===== src/rtl/single_ifetch.sv =====
// single_ifetch: instruction fetch stage of the single-cycle MIPS core.
// It owns the PC, fetches one word at a time over a req/ack handshake and holds
// the fetched word for the datapath until the datapath retires it.
// The optional wait-cycle counter is enabled by defining IFETCH_PERF_CNT_EN.
module single_ifetch #(
  parameter logic [31:0] RESET_PC = 32'h0000_0000
) (
  input  logic        clk,
  input  logic        rst_n,
  input  logic        stall,
  input  logic        branch_taken,
  input  logic [31:0] branch_offset,
  input  logic        jump,
  input  logic [25:0] jump_index,
  output logic [31:0] imem_addr,
  output logic        imem_req,
  input  logic        imem_ack,
  input  logic [31:0] imem_rdata,
  output logic [31:0] inst,
  output logic        inst_valid,
  output logic [31:0] pc,
  output logic [31:0] pc_plus4,
  output logic [15:0] imm16
`ifdef IFETCH_PERF_CNT_EN
  ,
  output logic [31:0] perf_wait_cnt
`endif
);

  typedef enum logic [1:0] {
    IDLE  = 2'd0,
    FETCH = 2'd1,
    VALID = 2'd2
  } state_e;

  state_e      state_q;
  logic [31:0] pc_q;
  logic [31:0] inst_q;
  logic        req_q;
  logic        valid_q;

  logic [31:0] pc_plus4_d;
  logic [31:0] next_pc_d;
  logic        retire_d;

  // Branch target: the word offset is scaled to bytes and added with 32-bit
  // wrap-around, so negative offsets step backwards through the address space.
  function automatic logic [31:0] branch_target(input logic [31:0] pc4,
                                                input logic [31:0] word_off);
    logic signed [31:0] off_s;
    logic signed [31:0] sum_s;
    off_s = $signed(word_off);
    sum_s = $signed(pc4) + (off_s <<< 2);
    return $unsigned(sum_s);
  endfunction

  // J-type target keeps the 256 MB region of the delay-slot address.
  function automatic logic [31:0] jump_target(input logic [31:0] pc4,
                                              input logic [25:0] index);
    return {pc4[31:28], index, 2'b00};
  endfunction

  assign pc_plus4_d = pc_q + 32'd4;
  assign retire_d   = (state_q == VALID) && !stall;

  // Select the PC of the instruction after the current one; jump beats branch.
  always_comb begin
    next_pc_d = pc_plus4_d;
    if (jump) begin
      next_pc_d = jump_target(pc_plus4_d, jump_index);
    end else if (branch_taken) begin
      next_pc_d = branch_target(pc_plus4_d, branch_offset);
    end
  end

  // Fetch FSM with registered request/valid outputs; reset overrides everything.
  always_ff @(posedge clk) begin
    if (!rst_n) begin
      state_q <= IDLE;
      pc_q    <= RESET_PC;
      inst_q  <= 32'h0000_0000;
      req_q   <= 1'b0;
      valid_q <= 1'b0;
    end else begin
      case (state_q)
        IDLE: begin
          state_q <= FETCH;
          req_q   <= 1'b1;
          valid_q <= 1'b0;
        end
        FETCH: begin
          // The address stays on pc_q until memory answers.
          if (imem_ack) begin
            inst_q  <= imem_rdata;
            state_q <= VALID;
            req_q   <= 1'b0;
            valid_q <= 1'b1;
          end
        end
        VALID: begin
          // A stalled datapath keeps inst/pc frozen; late acks are ignored.
          if (retire_d) begin
            pc_q    <= next_pc_d;
            state_q <= FETCH;
            req_q   <= 1'b1;
            valid_q <= 1'b0;
          end
        end
        default: begin
          state_q <= IDLE;
          req_q   <= 1'b0;
          valid_q <= 1'b0;
        end
      endcase
    end
  end

`ifdef IFETCH_PERF_CNT_EN
  logic [31:0] perf_cnt_q;
  logic [31:0] perf_cnt_d;
  logic        wait_cycle_d;

  assign wait_cycle_d = ((state_q == FETCH) && !imem_ack) ||
                        ((state_q == VALID) && stall);
  assign perf_cnt_d   = wait_cycle_d ? perf_cnt_q + 32'd1 : perf_cnt_q;

  // Count cycles lost to memory latency or datapath stalls; wraps at 2^32.
  always_ff @(posedge clk) begin
    if (!rst_n) begin
      perf_cnt_q <= 32'h0000_0000;
    end else begin
      perf_cnt_q <= perf_cnt_d;
    end
  end

  assign perf_wait_cnt = perf_cnt_q;
`endif

  assign imem_addr  = pc_q;
  assign imem_req   = req_q;
  assign inst       = inst_q;
  assign inst_valid = valid_q;
  assign pc         = pc_q;
  assign pc_plus4   = pc_plus4_d;
  assign imm16      = inst_q[15:0];

endmodule

===== config.mk =====
export PLATFORM = sky130hd
export DESIGN_NAME = single_ifetch
export DESIGN_NICKNAME = d
export VERILOG_FILES = /design/src/rtl/single_ifetch.sv
export SDC_FILE = /design/constraint.sdc
export NUM_CORES = 1
export LEC_CHECK = 0
export CORE_MARGIN = 2
export CORE_UTILIZATION = 39
export CTS_BUF_LIST = sky130_fd_sc_hd__clkbuf_8 sky130_fd_sc_hd__clkbuf_16
export DETAILED_ROUTE_END_ITERATION = 12
export HOLD_SLACK_MARGIN = 0.1
export PLACE_DENSITY = 0.79
export SKIP_LAST_GASP = 1
export SLEW_MARGIN = 15
export SYNTH_ARGS = -nofsm -noshare
export SYNTH_HDL_FRONTEND = slang
export SYNTH_SLANG_ARGS = --single-unit

===== constraint.sdc =====
create_clock -name clk -period 3.5 [get_ports clk]
set_clock_uncertainty 0.1 [all_clocks]
set_input_delay 1.05 -clock clk [delete_from_list [all_inputs] [get_ports clk]]
set_output_delay 1.05 -clock clk [all_outputs]
set_load 0.05 [all_outputs]

Yosys cells after proc, flatten, opt, wreduce, memory -nomap -nowiden --
Index checks and enable logic that the tools add are counted.
Word-level totals: word-level logic and storage cells 28, bits of input ports 96, output and inout port bits 146, bits in registers 68
Operators by class: $add $sub $neg 2, multiplexer cells 11, reductions and logical operators 6, eq/ne operators 4
Operators by type and width (number):
- 32-bit two-way mux | 2
- 32-bit by 3-bit adder with 32-bit output (second input constant) | 1
- 32-bit adder | 1
- 2-bit one-hot mux with 3 select lines | 1
- 2-bit AND reduction | 3
- 1-bit two-way mux | 4
- 2-bit two-way mux | 2
- 2-bit != test (second input constant) | 2
- 1-bit one-hot mux with 3 select lines | 1
- 2-bit by 1-bit == test with 1-bit output (second input constant) | 1
- 2-bit == test (second input constant) | 1
- 2-bit zero test | 1
- 1-bit one-hot mux with 2 select lines | 1
- 1-bit logical AND | 1
- 1-bit zero test | 1

Longest topological paths before layout --
depth in word-level cells 4, depth in mapped cells 17, depth with buffers taken out 17

Worst setup path after synthesis --
Ideal clock, no wire load.
path kind register to register, from register pc_q[2], in the netlist imem_addr[2], to register pc_q[27], in the netlist imem_addr[27], clock period less this slack 4.916 ns, data required time 3.299 ns, path buffers 0, data arrival time 4.715 ns, setup time 0.101 ns, stages on the path, launching flop included 17, setup slack -1.416 ns, cells stage by stage dfxtp_1 -> ha_1 -> nand3_1 -> or3_4 -> nor2_1 -> xor2_1 -> ha_1 -> nand2_1 -> o21ai_1 -> o21a_1 -> o21a_1 -> or3_1 -> a221oi_1 -> o21ai_0 -> xor2_1 -> nor2_1 -> o41ai_1
Between the ends: cells in the longest elaborated chain, start to end 4
Ends and longest elaborated chain:
- start: declaration | RTL line 37 | logic [31:0] pc_q;
- start signal: assignment | RTL line 103 | pc_q <= next_pc_d;
- 32-bit by 3-bit adder with 32-bit output | RTL line 63 | assign pc_plus4_d = pc_q + 32'd4;
- named net pc_plus4[14] | RTL line 22 | output logic [31:0] pc_plus4,
- 32-bit adder | RTL line 53 | sum_s = $signed(pc4) + (off_s <<< 2);
- 32-bit two-way mux | RTL line 71 | end else if (branch_taken) begin
- 32-bit two-way mux | RTL line 69 | if (jump) begin
The timed path passes the listed nets, and every way through them passes these cells. A chain may end at the register's enable or synchronous reset.

Worst setup path in the final report --
from input branch_offset[10], to register pc_q[23], in the netlist imem_addr[23]
Between the ends: cells in the longest elaborated chain, start to end 3
Ends and longest elaborated chain:
- start: declaration | RTL line 12 | input logic [31:0] branch_offset,
- 32-bit adder | RTL line 53
- 32-bit two-way mux | RTL line 71
- 32-bit two-way mux | RTL line 69
No other way between the ends.

==> reports/qor.txt <==
result of the run -> finished with violations
failing checks -> setup timing
hold violation count in the final report -> 0
highest-delay cell along the critical path -> clkdlybuf4s50_1
final standard cell area without fillers -> 10,200 um^2
Post-Route WL -> 22,600 um
Lkg Pwr -> 4.29 nW
clock slew at the register clock pins of the worst setup and hold paths -> 0.06 ns
grt total ovfl -> 0
number of global-route vias before repair -> 6,471
minimum setup slack in the final design -> -0.344 ns
total buffers and inverters traversed by the critical path -> 2
endpoint arrival time on the critical path -> 3.98 ns
fraction of synthesis flops using an asynchronous set or reset pin -> 0%
startpoint types -> primary input
mean number of vias per cell -> 5.49
core footprint -> 13,300 um^2
total instance count after detailed placement -> 1,188
clock buffer depth -> 2
biggest cell delay along the critical path -> 0.45 ns
width of the die -> 121 um
antenna violations before repair -> 0
fillers -> 899
pwr dens -> 251 nW/um^2
final critical path time including I/O delays and setup -> 3.84 ns
Die Y-Extent -> 121 um
achievable frequency -> 0.260 GHz
required time of the worst setup path -> 3.63 ns
Worst setup EP type -> flop
final setup vio count -> 21
final worst-path cycle share -> 110%
Worst Setup Slack post-DPL -> -0.733 ns
setup repair after global routing missed its margin -> true
Final HPWL DP -> 15,200 um
cell area after synthesis -> 5370 um^2
slew at the pin with the worst max-slew slack -> 0.606 ns
largest net degree at the start of global routing -> 42
area of the die -> 14,700 um^2
Largest delay share family, worst path -> compound AO/OA/AOI/OAI gates
initial DRC count -> 422
flip-flop cell with the highest count after synthesis -> dfxtp_1
Detail Route Antenna Nets -> 0
final std cells w/o fill -> 1,229
path type of the worst setup path -> primary input to flop
sequential share of the synthesized area -> 23.9%
number of flops mapped to enable cells by yosys -> 0
largest fanout of any net on the critical path -> 2
crit path cell chain -> clkdlybuf4s50_1, ha_1, a21oi_1, o21ai_2, o21a_1, o21a_1, or3_4, a221oi_4, buf_4, xor2_1, o211ai_1, o211ai_1, a21boi_1
starting density of the core -> 40.2%
register bit count reported by yosys -> 64
Final Wtd Congestion -> 0.914
YS warnings -> 0
number of CTS-inserted buffers -> 9
TritonCTS clock tree -> built
end-of-flow core utilization -> 76.4%
post-synthesis to final-layout area growth -> 89.8%
number of H-tree levels -> 3
Maximum Capacitance Violations -> 0
Gate Count Post-Synth -> 715
# rows -> 42
first-pass GRT wire length -> 32,800 um
Unique masters post-synth -> 59
first-pass iteration count of the detailed router -> 5
buffer type at the clock tree root -> clkbuf_16
max_slew headroom -> 59.6%
average wire per cell in the routed design -> 18.4 um
pins over their slew limit -> 0
insertion delay of the later-clocked pin in the worst-skew pair -> 0.35 ns
placed inst area -> 9110 um^2
number of sinks handled by clock tree synthesis -> 64
synthesized area divided by synthesized cell count -> 7.51 um^2
ratio of cells with drive above 1 in the final layout -> 31.5%
DRC Markers -> 0
Min-Delay Path Class -> flop to flop
I/O pin total -> 242
VDD IR max -> 0.234 mV
Nets -> 1,181
Vias -> 6,747
Overall Global Routing Usage -> 28.1%
number of port buffers -> 233
ANT cells -> 0
==> cell usage after synthesis (20+ instances only) <==
master / instances / area [um^2]
o21ai_0: 34 / 170
nand3_1: 24 / 120
xor2_1: 20 / 175
buf_4: 52 / 390
nor2_1: 51 / 191
a21boi_0: 40 / 300
dfxtp_1: 64 / 1280
clkbuf_1: 28 / 105
a21oi_1: 32 / 160
ha_1: 36 / 450
nand2_1: 127 / 477
xnor2_1: 30 / 263
==> placed cells by master, fill, tap and decap left out, drive strengths merged, types with 6 or more instances in the layout <==
cell,Yosys,layout
clkbuf,29,9
and3,9,9
o41ai,7,7
inv,12,15
xor2,21,21
buf,55,192
nor2b,6,6
nand3,25,25
nand2,127,127
nor2,54,54
a21boi,40,40
nand2b,10,10
xnor2,30,30
conb,1,6
and2,13,13
o211ai,12,12
dfxtp,64,64
o21ai,35,35
nor3,8,8
clkdlybuf4s50,0,201
a21oi,32,32
ha,36,36
a21o,12,12
nand4,11,11
mux2i,10,10
o21a,9,9
==> path summary, 6_finish.rpt <==
check | startpoint | end | slack (ns) | cells past startpoint
worst max-delay path | branch_offset[10] | imem_addr[23] | -0.34 | 13
worst min-delay path | inst[19] | inst[19] | 0.36 | 2
worst max register to register | imem_addr[7] | imem_addr[23] | -0.34 | 17
worst min register to register | inst[19] | inst[19] | 0.36 | 2
==> layer usage <==
layer | track usage [%] | vias up | share of wire [%]
met4 | 11.4 | 0 | 4.1
met1 | 33.1 | 3146 | 38
li1 | - | 3111 | -
met3 | 6.39 | 92 | 9.0
met2 | 49.1 | 398 | 49
met5 | 0 | - | 0
==> through the flow <==
| step | hold slack, ns | total power [mW] | TNS (ns) |
|---|---|---|---|
| floorplan | 0.471 | 1.20 | -5.24 |
| global placement | 0.348 | 1.49 | -8.71 |
| detailed placement | 0.356 | 1.50 | -9.36 |
| CTS | 0.364 | 2.53 | -2.07 |
| global route | 0.385 | 2.64 | -5.43 |
| finish | 0.359 | 2.56 | -3.19 |
==> area by class of cell <==
class                      count  area, um^2  area share [%]
clock inverter                 7         100           0.982
inverter                      12        45.0           0.442
sequential                    64        1320            12.9
multi-input combinational    560        4470            43.8
clock buffer                   9         225            2.21
timing repair buffer         401        3820            37.5
tap                          176         220            2.16
==> registers in the layout, summed over array words and instances, names as in the netlist <==
signal / cells
inst: 32
inst_valid: 1
state_q: 1
imem_addr: 30
==> worst min-delay path, cell delays in order, from the launching register on <==
cell	delay [ns]
dfxtp_1	0.30
nand2_1	0.04
a21boi_0	0.06
==> timing repair <==
action,in CTS,in global routing
setup endpoints to repair,27,30
pin swaps,30,40
gates resized for setup,48,75
hold buffers,0,0
buffers inserted,13,14
==> report_power, final <==
part / internal [mW] / switching [mW]
clock: 0.630 / 0.382
combinational: 0.339 / 0.437
sequential: 0.751 / 0.0213
==> cell families after synthesis <==
logic type	Yosys count	synth area share, %
simple gates	278	24.1
compound gates	178	22.5
buf+inv	96	10.4
flops	64	23.9
xor+xnor	51	8.46
fa+ha+maj	37	8.76
mux	10	1.86
other cells	1	0.0698
Note: power is estimated with default switching activity, not from simulation.
